[src/rtl/seg7_pkg.sv]
// Shared 7-segment definitions: digit geometry, scan defaults, hex segment table.
// Segment bits are ordered {g,f,e,d,c,b,a}, active-high.
package seg7_pkg;

    localparam int unsigned NUM_DIGITS = 4;
    localparam int unsigned NIB_W      = 4;
    localparam int unsigned VAL_W      = NUM_DIGITS * NIB_W;
    localparam int unsigned SEG_W      = 7;
    localparam int unsigned IDX_W      = $clog2(NUM_DIGITS);

    localparam int unsigned SCAN_DIV_DEF     = 10000;
    localparam int unsigned BLANK_CYCLES_DEF = 500;

    localparam logic [SEG_W-1:0] SEG_OFF = 7'b0;

    // Entry n holds the glyph for hex digit n.
    localparam logic [15:0][SEG_W-1:0] HEX_SEG = {
        7'h71, 7'h79, 7'h5E, 7'h39, 7'h7C, 7'h77, 7'h6F, 7'h7F,
        7'h07, 7'h7D, 7'h6D, 7'h66, 7'h4F, 7'h5B, 7'h06, 7'h3F
    };

    typedef enum logic {
        PH_BLANK = 1'b0,
        PH_ON    = 1'b1
    } phase_e;

    typedef struct packed {
        logic [SEG_W-1:0]      segments;
        logic                  dp;
        logic [NUM_DIGITS-1:0] digit_en_n;
        logic                  frame_tick;
    } pins_t;

endpackage

[src/rtl/seg7_scan_mux_if.sv]
// Display-side bus of the scan mux: value/load/enable in, multiplexed pins out.
interface seg7_scan_mux_if;
    import seg7_pkg::*;

    logic                  ena;
    logic [VAL_W-1:0]      value_in;
    logic [NUM_DIGITS-1:0] dp_in;
    logic                  load;
    logic [SEG_W-1:0]      segments;
    logic                  dp;
    logic [NUM_DIGITS-1:0] digit_en_n;
    logic                  frame_tick;

    modport master (
        output ena, value_in, dp_in, load,
        input  segments, dp, digit_en_n, frame_tick
    );

    modport slave (
        input  ena, value_in, dp_in, load,
        output segments, dp, digit_en_n, frame_tick
    );

endinterface

[src/rtl/seg7_scan_mux_dec.sv]
// Combinational hex nibble to 7-segment glyph decoder.
module seg7_scan_mux_dec
    import seg7_pkg::*;
(
    input  logic [NIB_W-1:0] nibble,
    output logic [SEG_W-1:0] seg_c
);

    assign seg_c = HEX_SEG[nibble];

endmodule

[src/rtl/seg7_scan_mux.sv]
// Time-multiplexed 4-digit 7-segment driver with blanking dead-time and frame-aligned updates.
// Optional leading-zero blanking is enabled by defining SEG7_SCAN_LZB_EN.
module seg7_scan_mux
    import seg7_pkg::*;
#(
    parameter int unsigned SCAN_DIV     = SCAN_DIV_DEF,
    parameter int unsigned BLANK_CYCLES = BLANK_CYCLES_DEF
) (
    input logic            clk,
    input logic            rst_n,
    seg7_scan_mux_if.slave bus
);

    localparam int unsigned CNT_W = $clog2(SCAN_DIV);

    localparam logic [CNT_W-1:0] SLOT_LAST = CNT_W'(SCAN_DIV - 1);
    localparam logic [CNT_W-1:0] BLANK_END = CNT_W'(BLANK_CYCLES);
    localparam logic [IDX_W-1:0] IDX_LAST  = IDX_W'(NUM_DIGITS - 1);

    logic [CNT_W-1:0]      slot_cnt;
    logic [IDX_W-1:0]      idx;
    logic [VAL_W-1:0]      disp_val;
    logic [NUM_DIGITS-1:0] disp_dp;
    logic [VAL_W-1:0]      pend_val;
    logic [NUM_DIGITS-1:0] pend_dp;
    logic                  pend_vld;
    logic                  wrap_q;
    pins_t                 pins_q;

    pins_t                 pins_nxt;
    phase_e                phase;
    logic                  slot_end;
    logic                  frame_end;
    logic                  digit_lit;
    logic [NIB_W-1:0]      nibble;
    logic [SEG_W-1:0]      seg_c;

    seg7_scan_mux_dec u_dec (
        .nibble (nibble),
        .seg_c  (seg_c)
    );

    // Scan position, frame boundary and current digit selection.
    always_comb begin
        slot_end  = (slot_cnt == SLOT_LAST);
        frame_end = bus.ena && slot_end && (idx == IDX_LAST);
        phase     = (slot_cnt < BLANK_END) ? PH_BLANK : PH_ON;
        nibble    = disp_val[{idx, 2'b00} +: NIB_W];
`ifdef SEG7_SCAN_LZB_EN
        // A digit stays dark when it and everything above it is zero, unless its dp is on.
        digit_lit = (idx == '0) || disp_dp[idx] || ((disp_val >> {idx, 2'b00}) != '0);
`else
        digit_lit = 1'b1;
`endif
    end

    // Slot counter and digit index advance only while scanning is enabled.
    always_ff @(posedge clk or negedge rst_n) begin
        if (!rst_n) begin
            slot_cnt <= '0;
            idx      <= '0;
            wrap_q   <= 1'b0;
        end else if (bus.ena) begin
            wrap_q <= frame_end;
            if (slot_end) begin
                slot_cnt <= '0;
                idx      <= (idx == IDX_LAST) ? '0 : idx + IDX_W'(1);
            end else begin
                slot_cnt <= slot_cnt + CNT_W'(1);
            end
        end
    end

    // Loads park in the pending buffer and reach the display only at a frame boundary.
    always_ff @(posedge clk or negedge rst_n) begin
        if (!rst_n) begin
            disp_val <= '0;
            disp_dp  <= '0;
            pend_val <= '0;
            pend_dp  <= '0;
            pend_vld <= 1'b0;
        end else begin
            if (frame_end && bus.load) begin
                disp_val <= bus.value_in;
                disp_dp  <= bus.dp_in;
                pend_vld <= 1'b0;
            end else if (frame_end && pend_vld) begin
                disp_val <= pend_val;
                disp_dp  <= pend_dp;
                pend_vld <= 1'b0;
            end else if (bus.load) begin
                pend_val <= bus.value_in;
                pend_dp  <= bus.dp_in;
                pend_vld <= 1'b1;
            end
        end
    end

    // Next pin values: blank unless scanning, in the ON phase and the digit is lit.
    always_comb begin
        pins_nxt            = '0;
        pins_nxt.segments   = SEG_OFF;
        pins_nxt.digit_en_n = '1;
        if (bus.ena) begin
            pins_nxt.frame_tick = wrap_q;
            if (phase == PH_ON && digit_lit) begin
                pins_nxt.digit_en_n[idx] = 1'b0;
                pins_nxt.segments        = seg_c;
                pins_nxt.dp              = disp_dp[idx];
            end
        end
    end

    always_ff @(posedge clk or negedge rst_n) begin
        if (!rst_n) begin
            pins_q            <= '0;
            pins_q.digit_en_n <= '1;
        end else begin
            pins_q <= pins_nxt;
        end
    end

    assign bus.segments   = pins_q.segments;
    assign bus.dp         = pins_q.dp;
    assign bus.digit_en_n = pins_q.digit_en_n;
    assign bus.frame_tick = pins_q.frame_tick;

endmodule
[src/flat_wrapper.sv]
// flat-port wrapper written by rule: the top's interface ports become plain ports
module seg7_scan_mux_flat import seg7_pkg::*;
#(
    parameter int unsigned SCAN_DIV     = SCAN_DIV_DEF,
    parameter int unsigned BLANK_CYCLES = BLANK_CYCLES_DEF
)
  (clk, rst_n, bus_ena, bus_value_in, bus_dp_in, bus_load, bus_segments, bus_dp, bus_digit_en_n, bus_frame_tick);
  seg7_scan_mux_if bus_i ();
  input logic clk;
  input logic rst_n;
  input wire logic [$bits(bus_i.ena)-1:0] bus_ena;
  input wire logic [$bits(bus_i.value_in)-1:0] bus_value_in;
  input wire logic [$bits(bus_i.dp_in)-1:0] bus_dp_in;
  input wire logic [$bits(bus_i.load)-1:0] bus_load;
  output wire logic [$bits(bus_i.segments)-1:0] bus_segments;
  output wire logic [$bits(bus_i.dp)-1:0] bus_dp;
  output wire logic [$bits(bus_i.digit_en_n)-1:0] bus_digit_en_n;
  output wire logic [$bits(bus_i.frame_tick)-1:0] bus_frame_tick;
  assign bus_i.ena = bus_ena;
  assign bus_i.value_in = bus_value_in;
  assign bus_i.dp_in = bus_dp_in;
  assign bus_i.load = bus_load;
  assign bus_segments = bus_i.segments;
  assign bus_dp = bus_i.dp;
  assign bus_digit_en_n = bus_i.digit_en_n;
  assign bus_frame_tick = bus_i.frame_tick;
  seg7_scan_mux #(.SCAN_DIV(SCAN_DIV), .BLANK_CYCLES(BLANK_CYCLES)) u_core (.clk(clk), .rst_n(rst_n), .bus(bus_i));
endmodule
[config.mk]
export PLATFORM = sky130hd
export DESIGN_NAME = seg7_scan_mux_flat
export DESIGN_NICKNAME = d
export VERILOG_FILES = /design/src/rtl/seg7_pkg.sv /design/src/rtl/seg7_scan_mux_if.sv /design/src/rtl/seg7_scan_mux_dec.sv /design/src/rtl/seg7_scan_mux.sv /design/src/flat_wrapper.sv
export SDC_FILE = /design/constraint.sdc
export NUM_CORES = 1
export LEC_CHECK = 0
export ABC_AREA = 1
export BUFFER_PORTS_ARGS = -buffer_cell sky130_fd_sc_hd__clkbuf_2
export CELL_PAD_IN_SITES_DETAIL_PLACEMENT = 0
export CELL_PAD_IN_SITES_GLOBAL_PLACEMENT = 1
export CORE_MARGIN = 10
export CORE_UTILIZATION = 39
export DETAILED_ROUTE_END_ITERATION = 12
export PLACE_DENSITY_LB_ADDON = 0.08
export SYNTH_ARGS = -nofsm -noshare
export SYNTH_HDL_FRONTEND = slang
export SYNTH_SLANG_ARGS = --single-unit
export TNS_END_PERCENT = 20
[constraint.sdc]
create_clock -name clk -period 1.7 [get_ports clk]
set_input_delay 0.085 -clock clk [delete_from_list [all_inputs] [get_ports clk]]
set_output_delay 0.085 -clock clk [all_outputs]
set_load 0.02 [all_outputs]
==> results.tsv, run 1 <==
stage	metric	value	unit
outcome	outcome	complete, no violations	
cts	Clock Latency Late Sink	0.34	ns
critical_path	R2R setup slack	0.08	ns
timing	fin crit period	1.62	ns
power_and_ir_drop	Leak	2.56	nW
layout	Final nets	608	
global_routing	first-pass GRT wire length	15.5	mm
place	post-DP HPWL	5.93	mm
timing	post-route clock skew	0.00798	ns
synth	count leader, synth	nand2_1	
critical_path	CP arrival	1.90	ns
global_routing	GRT Util Overall	13.1	%
power_and_ir_drop	Max VDD drop	0.391	mV
drt	DR pass1 iterations	6	
layout	Fill cells	956	
synth	syn_nets	538	
synth	Synth Cell Area	3700	um2
global_routing	largest net degree at the start of global routing	72	
floorplanning	number of I/O pins	37	
layout	multi-input logic area	1660	um2
drt	WL final	8.59	mm
synth	ys flop type	dfrtp_1	
layout	Core Util, Final	49.9	%
layout	Area growth syn-to-layout	24.5	%
critical_path	CP Launch Point	u_core.slot_cnt[1]	
layout	Register Area	1780	um2
cts	Longest Clk Path Bufs	2	
floorplanning	Initial Util	40.1	%
critical_path	startpoint class of the critical path	flip-flop	
critical_path	endpoint class of the critical path	flip-flop	
synth	Synth area leaders	dfrtp_1 (45%), nand2_1 (19%), nor2_1 (8.0%)	
drt	via count	3187	
critical_path	Setup CP Type	reg -> reg	
worst_hold_path	Hold Path Class	in -> reg	
place	IO Port Bufs	36	
drt	detailed-route wire length per cell	12.1	um
cts	TritonCTS clock tree	built	
timing	final hold vios	0	
critical_path	WP data required	1.99	ns
synth	Avg Inst Size Synth	7.37	um2
critical_path	reg2reg start	u_core.slot_cnt[1]	
timing	period utilisation layout	95.0	%
global_routing	number of global-route vias before repair	3271	
cts	Worst-path clk slew	0.08	ns
synth	register area share after synthesis	48.1	%
layout	ant diodes	0	
drt	antenna-violating nets left	0	
cts	number of CTS-inserted buffers	9	
cts	Clock Sinks	71	
floorplanning	CORE AREA	9240	um2
cts	Root Buffer	clkbuf_8	
synth	synth unique cells	30	
place	placed instance area	4120	um2
layout	Design Area, Final	4610	um2
timing	Final Setup Violations	0	
floorplanning	Rows	35	
layout	layout cells sized above 1	17.0	%
place	GPL Wtd Cong	0.840	
drt	1st-iter DRT viols	122	
timing	final max-slew violation count	0	
drt	Via-to-Cell Ratio	4.51	
synth	async set or reset register ratio after synthesis	100	%
synth	Synth top area share	45.3	%
place	dpl ws	0.0357	ns
timing	final worst-path setup slack	0.0850	ns
worst_hold_path	HP Start	bus_ena	
synth	Seq cells post-synth	71	
timing	Worst Max-Slew Pin Slew	0.649	ns
synth	post-synth top area cell	dfrtp_1	
floorplanning	height of the chip	117	um
timing	RSZ-0062 raised after global routing	yes	
synth	Post-Syn Instances	503	
floorplanning	die area	13800	um2
synth	Post-synth EDFFs	0	
global_routing	initial antenna violation count	0	
job	Max-Cap Viols	0	
drt	DRC	0	
timing	Max Freq	619	MHz
floorplanning	Die W	117	um
power_and_ir_drop	total power	4.34	mW
global_routing	grt total ovfl	0	
timing	slew margin rel.	56.7	%
cts	H-tree levels	3	
synth	Yosys Warn Count	0	
power_and_ir_drop	Pwr per Cell Area	940	nW/um2
synth	Post-synth top cells	nand2_1 (185), nor2_1 (79), dfrtp_1 (67)	
critical_path	maximum fanout along the worst path	3	
-- power by group --
| part | total [mW] | internal, mW | leakage (nW) | switching [mW] |
|---|---|---|---|---|
| Sequential | 2.00 | 1.86 | 0.880 | 0.137 |
| Combinational | 0.818 | 0.355 | 1.56 | 0.462 |
| Clock | 1.52 | 0.861 | 0.116 | 0.657 |
| Total | 4.34 | 3.08 | 2.56 | 1.26 |
-- what timing repair did --
| action | 4_1_cts | 5_1_grt |
|---|---|---|
| endpoints found under the hold margin | 87 | 0 |
| setup buffers | 0 | 2 |
| gates resized for setup | 0 | 12 |
| hold buffers | 21 | 0 |
| endpoints found under the setup margin | 0 | 44 |
-- state kept, by name (all words and copies together), names as in the netlist --
register	flops
u_core.bus.digit_en_n	4
u_core.bus.dp	1
u_core.bus.frame_tick	1
u_core.bus.segments	7
u_core.disp_dp	4
u_core.disp_val	16
u_core.idx	2
u_core.pend_dp	4
u_core.pend_val	16
u_core.pend_vld	1
u_core.slot_cnt	14
u_core.wrap_q	1
-- final cells by class --
type | instances | area share [%]
inverter | 51 | 4.18
sequential | 71 | 38.7
clock buffer | 10 | 2.98
clock inverter | 6 | 1.82
tap | 129 | 3.50
multi-input combinational | 363 | 36.1
timing repair buffer | 77 | 12.8
-- cell families after synthesis --
kind of cell,synth area share [%]
adders and majority gates,3.71
and+or+nand+nor,35.9
buffers and inverters,7.83
DFF,48.1
AOI/OAI and AO/OA,2.84
xor gates and xnor gates,1.65
-- path summary, 6_finish.rpt --
kind	to	cells after the start
max	u_core.disp_val[9]	9
min	u_core.wrap_q	4
max reg2reg	u_core.disp_val[9]	9
min reg2reg	u_core.bus.frame_tick	2
max in group asynchronous	u_core.bus.digit_en_n[0]	3
min in group asynchronous	u_core.slot_cnt[12]	3
-- metrics by stage --
| step | TNS, ns | hold slack (ns) | instances |
|---|---|---|---|
| global placement | 0 | 0.144 | 668 |
| CTS | 0 | 0.0345 | 705 |
| finish | 0 | 0.0540 | 707 |
| floorplan | 0 | -0.211 | 503 |
| detailed placement | 0 | 0.146 | 668 |
| global route | -0.151 | 0.0762 | 707 |
-- worst max-delay path, stage by stage, from the launching register on --
cell and delay (ns):
dfrtp_1 0.38, ha_2 0.20, nand4_1 0.10, nor2_2 0.19
nand4_1 0.20, buf_4 0.20, buf_4 0.13, nand2_1 0.05
nand2_1 0.05, nand2_1 0.06
-- layer usage --
layer  share of wire [%]  vias up  GRT usage (%)
met1                  50     1444           17.0
met2                  45       51           20.9
met4                 1.6        0           5.02
met3                 3.6       13           2.64
li1                    -     1679              -
met5                   0        -              0
-- layout by cell type, fill, tap and decap left out, drive strengths merged, types with 5 or more instances in the layout --
| master | n |
|---|---|
| nand2 | 191 |
| nor2 | 81 |
| dfrtp | 67 |
| inv | 50 |
| clkbuf | 45 |
| nand3 | 38 |
| dlygate4sd3 | 21 |
| buf | 21 |
| ha | 11 |
| a21oi | 10 |
| o21ai | 9 |
| nor3 | 6 |
| clkinv | 5 |
Power figures use the tool's default switching activity.
==> run 2: changes to the inputs <==
CELL_PAD_IN_SITES_DETAIL_PLACEMENT = default   (was 0)
CELL_PAD_IN_SITES_GLOBAL_PLACEMENT = default   (was 1)
CORE_UTILIZATION = 53   (was 39)
==> results.tsv, run 2 (synthesis results as in run 1) <==
stage	metric	value	unit
critical_path	CP Launch Point	u_core.slot_cnt[0]	
layout	layout cells sized above 1	19.7	%
place	total placed cells including tap cells	634	
drt	Via-to-Cell Ratio	4.85	
power_and_ir_drop	Max VDD drop	0.579	mV
layout	ant diodes	0	
layout	most frequent cells in the layout	nand2_1 (184), nor2_1 (68), dfrtp_1 (66), inv_1 (43), nand3_1 (37)	
timing	slew margin rel.	72.8	%
floorplanning	Initial Util	54.5	%
timing	Worst Max-Slew Pin Slew	0.405	ns
global_routing	largest net degree at the start of global routing	72	
critical_path	Worst path max stage delay	0.38	ns
cts	H-tree levels	3	
critical_path	CP arrival	1.96	ns
cts	number of CTS-inserted buffers	9	
outcome	outcome	complete, no violations	
critical_path	startpoint class of the critical path	flip-flop	
drt	detailed-route wire length per cell	12.6	um
place	GPL Wtd Cong	0.852	
drt	WL final	8.51	mm
timing	Final Setup Violations	0	
cts	Worst-path clk slew	0.08	ns
drt	via count	3276	
layout	Fill cells	590	
critical_path	slowest cell on the critical path	dfrtp_1	
power_and_ir_drop	Leak	2.55	nW
timing	period utilisation layout	98.6	%
global_routing	initial antenna violation count	0	
power_and_ir_drop	total power	3.97	mW
cts	Clock Latency Late Sink	0.35	ns
global_routing	number of global-route vias before repair	3214	
layout	final non-filler cell total	676	
power_and_ir_drop	Pwr per Cell Area	864	nW/um2
critical_path	Setup CP Type	reg -> reg	
critical_path	CP Cell Sequence	ha_2, nand4_1, nor2_2, nand4_1, buf_6, clkbuf_16, nor2_2, nand2_1, nand2_1	
job	Max-Cap Viols	0	
critical_path	worst path buffer plus inverter count	2	
timing	Max Freq	597	MHz
drt	DR pass1 iterations	4	
timing	post-route clock skew	0.00817	ns
drt	antenna-violating nets left	0	
floorplanning	number of I/O pins	37	
critical_path	WP data required	1.98	ns
drt	1st-iter DRT viols	168	
timing	final worst-path setup slack	0.0243	ns
critical_path	RR Endpoint	u_core.disp_val[2]	
floorplanning	height of the chip	104	um
layout	commonest non-fill, non-tap cell in the layout	nand2_1	
critical_path	endpoint class of the critical path	flip-flop	
cts	Root Buffer	clkbuf_8	
critical_path	Levels on crit path	9	
cts	TritonCTS clock tree	built	
timing	final max-slew violation count	0	
worst_hold_path	Hold Path Class	in -> reg	
floorplanning	die area	10700	um2
layout	leading registers by flop count	u_core.disp_val (16), u_core.pend_val (16), u_core.slot_cnt (14)	
floorplanning	CORE AREA	6790	um2
place	post-DP HPWL	5.54	mm
critical_path	maximum fanout along the worst path	10	
critical_path	R2R setup slack	0.02	ns
timing	final hold vios	0	
drt	DRC	0	
timing	fin crit period	1.68	ns
critical_path	path depth of the worst reg2reg path	9	
critical_path	delay-heaviest family, CP	simple AND/OR/NAND/NOR gates	
place	dpl ws	0.0161	ns
timing	RSZ-0062 raised after global routing	yes	
critical_path	reg2reg start	u_core.slot_cnt[0]	
layout	Area growth syn-to-layout	24.2	%
global_routing	grt total ovfl	0	
layout	Final nets	610	
global_routing	GRT Util Overall	15.9	%
cts	Longest Clk Path Bufs	2	
floorplanning	Rows	30	
global_routing	first-pass GRT wire length	14.7	mm
floorplanning	Die W	104	um
place	IO Port Bufs	36	
cts	Clock Sinks	71	
critical_path	worst setup path end	u_core.disp_val[2]	
## run 2: metal layers
metal	routed length (um)	up-vias	global-route usage, %
met2	4120	75	24.9
met1	3890	1512	20.7
met3	416	7	3.41
li1	-	1682	-
met5	0	-	0
met4	85	0	6.85
## run 2: through the flow
| stage | util [%] | cell area, um2 | setup TNS, ns | hold WS (ns) |
|---|---|---|---|---|
| after global routing | 67.7 | 4600 | -0.883 | 0.0433 |
| after CTS | 65.3 | 4440 | 0 | 0.000936 |
| after global placement | 59.9 | 4070 | 0 | 0.140 |
| after detailed placement | 59.9 | 4070 | 0 | 0.141 |
| after floorplan | - | 3700 | 0 | -0.211 |
| final | 67.7 | 4600 | 0 | 0.0427 |
## run 2: layout make-up
class | instances | area [um2] | share of cell area, %
clock buffers | 9 | 124 | 2.69
inverters | 51 | 195 | 4.24
flip-flops and latches | 71 | 1780 | 38.8
well taps | 96 | 120 | 2.61
clock inverters | 7 | 40.0 | 0.870
repair buffers | 79 | 648 | 14.1
multi-input cells | 363 | 1690 | 36.7
## run 2: how the worst min path moves through the flow
stage                    start            endpoint  slack [ns]  cells past startpoint
2_1_floorplan            rst_n       u_core.bus.dp       -0.21                      0
3_3_place_gp             rst_n  u_core.slot_cnt[9]        0.14                      2
3_5_place_dp             rst_n  u_core.slot_cnt[9]        0.14                      2
4_1_cts        bus_value_in[7]  u_core.pend_val[7]      0.0009                      3
5_1_grt                bus_ena       u_core.wrap_q        0.04                      4
6_report               bus_ena       u_core.wrap_q        0.04                      4
## run 2: where the power goes
part / switching, mW / internal [mW]
sequential: 0.150 / 1.86
combinational: 0.453 / 0.348
clock: 0.644 / 0.515
total: 1.25 / 2.73
## run 2: tightest hold or removal path: cells and delay by family
kind | cells | cell delay [ns]
AND/OR/NAND/NOR | 2 | 0.10
buffers and inverters | 2 | 0.16
## run 2: what timing repair did
item	in CTS	in global routing
gates resized for setup	0	29
buffers inserted	0	3
hold buffers	20	1
hold endpoints to repair	86	1
endpoints found under the setup margin	0	43
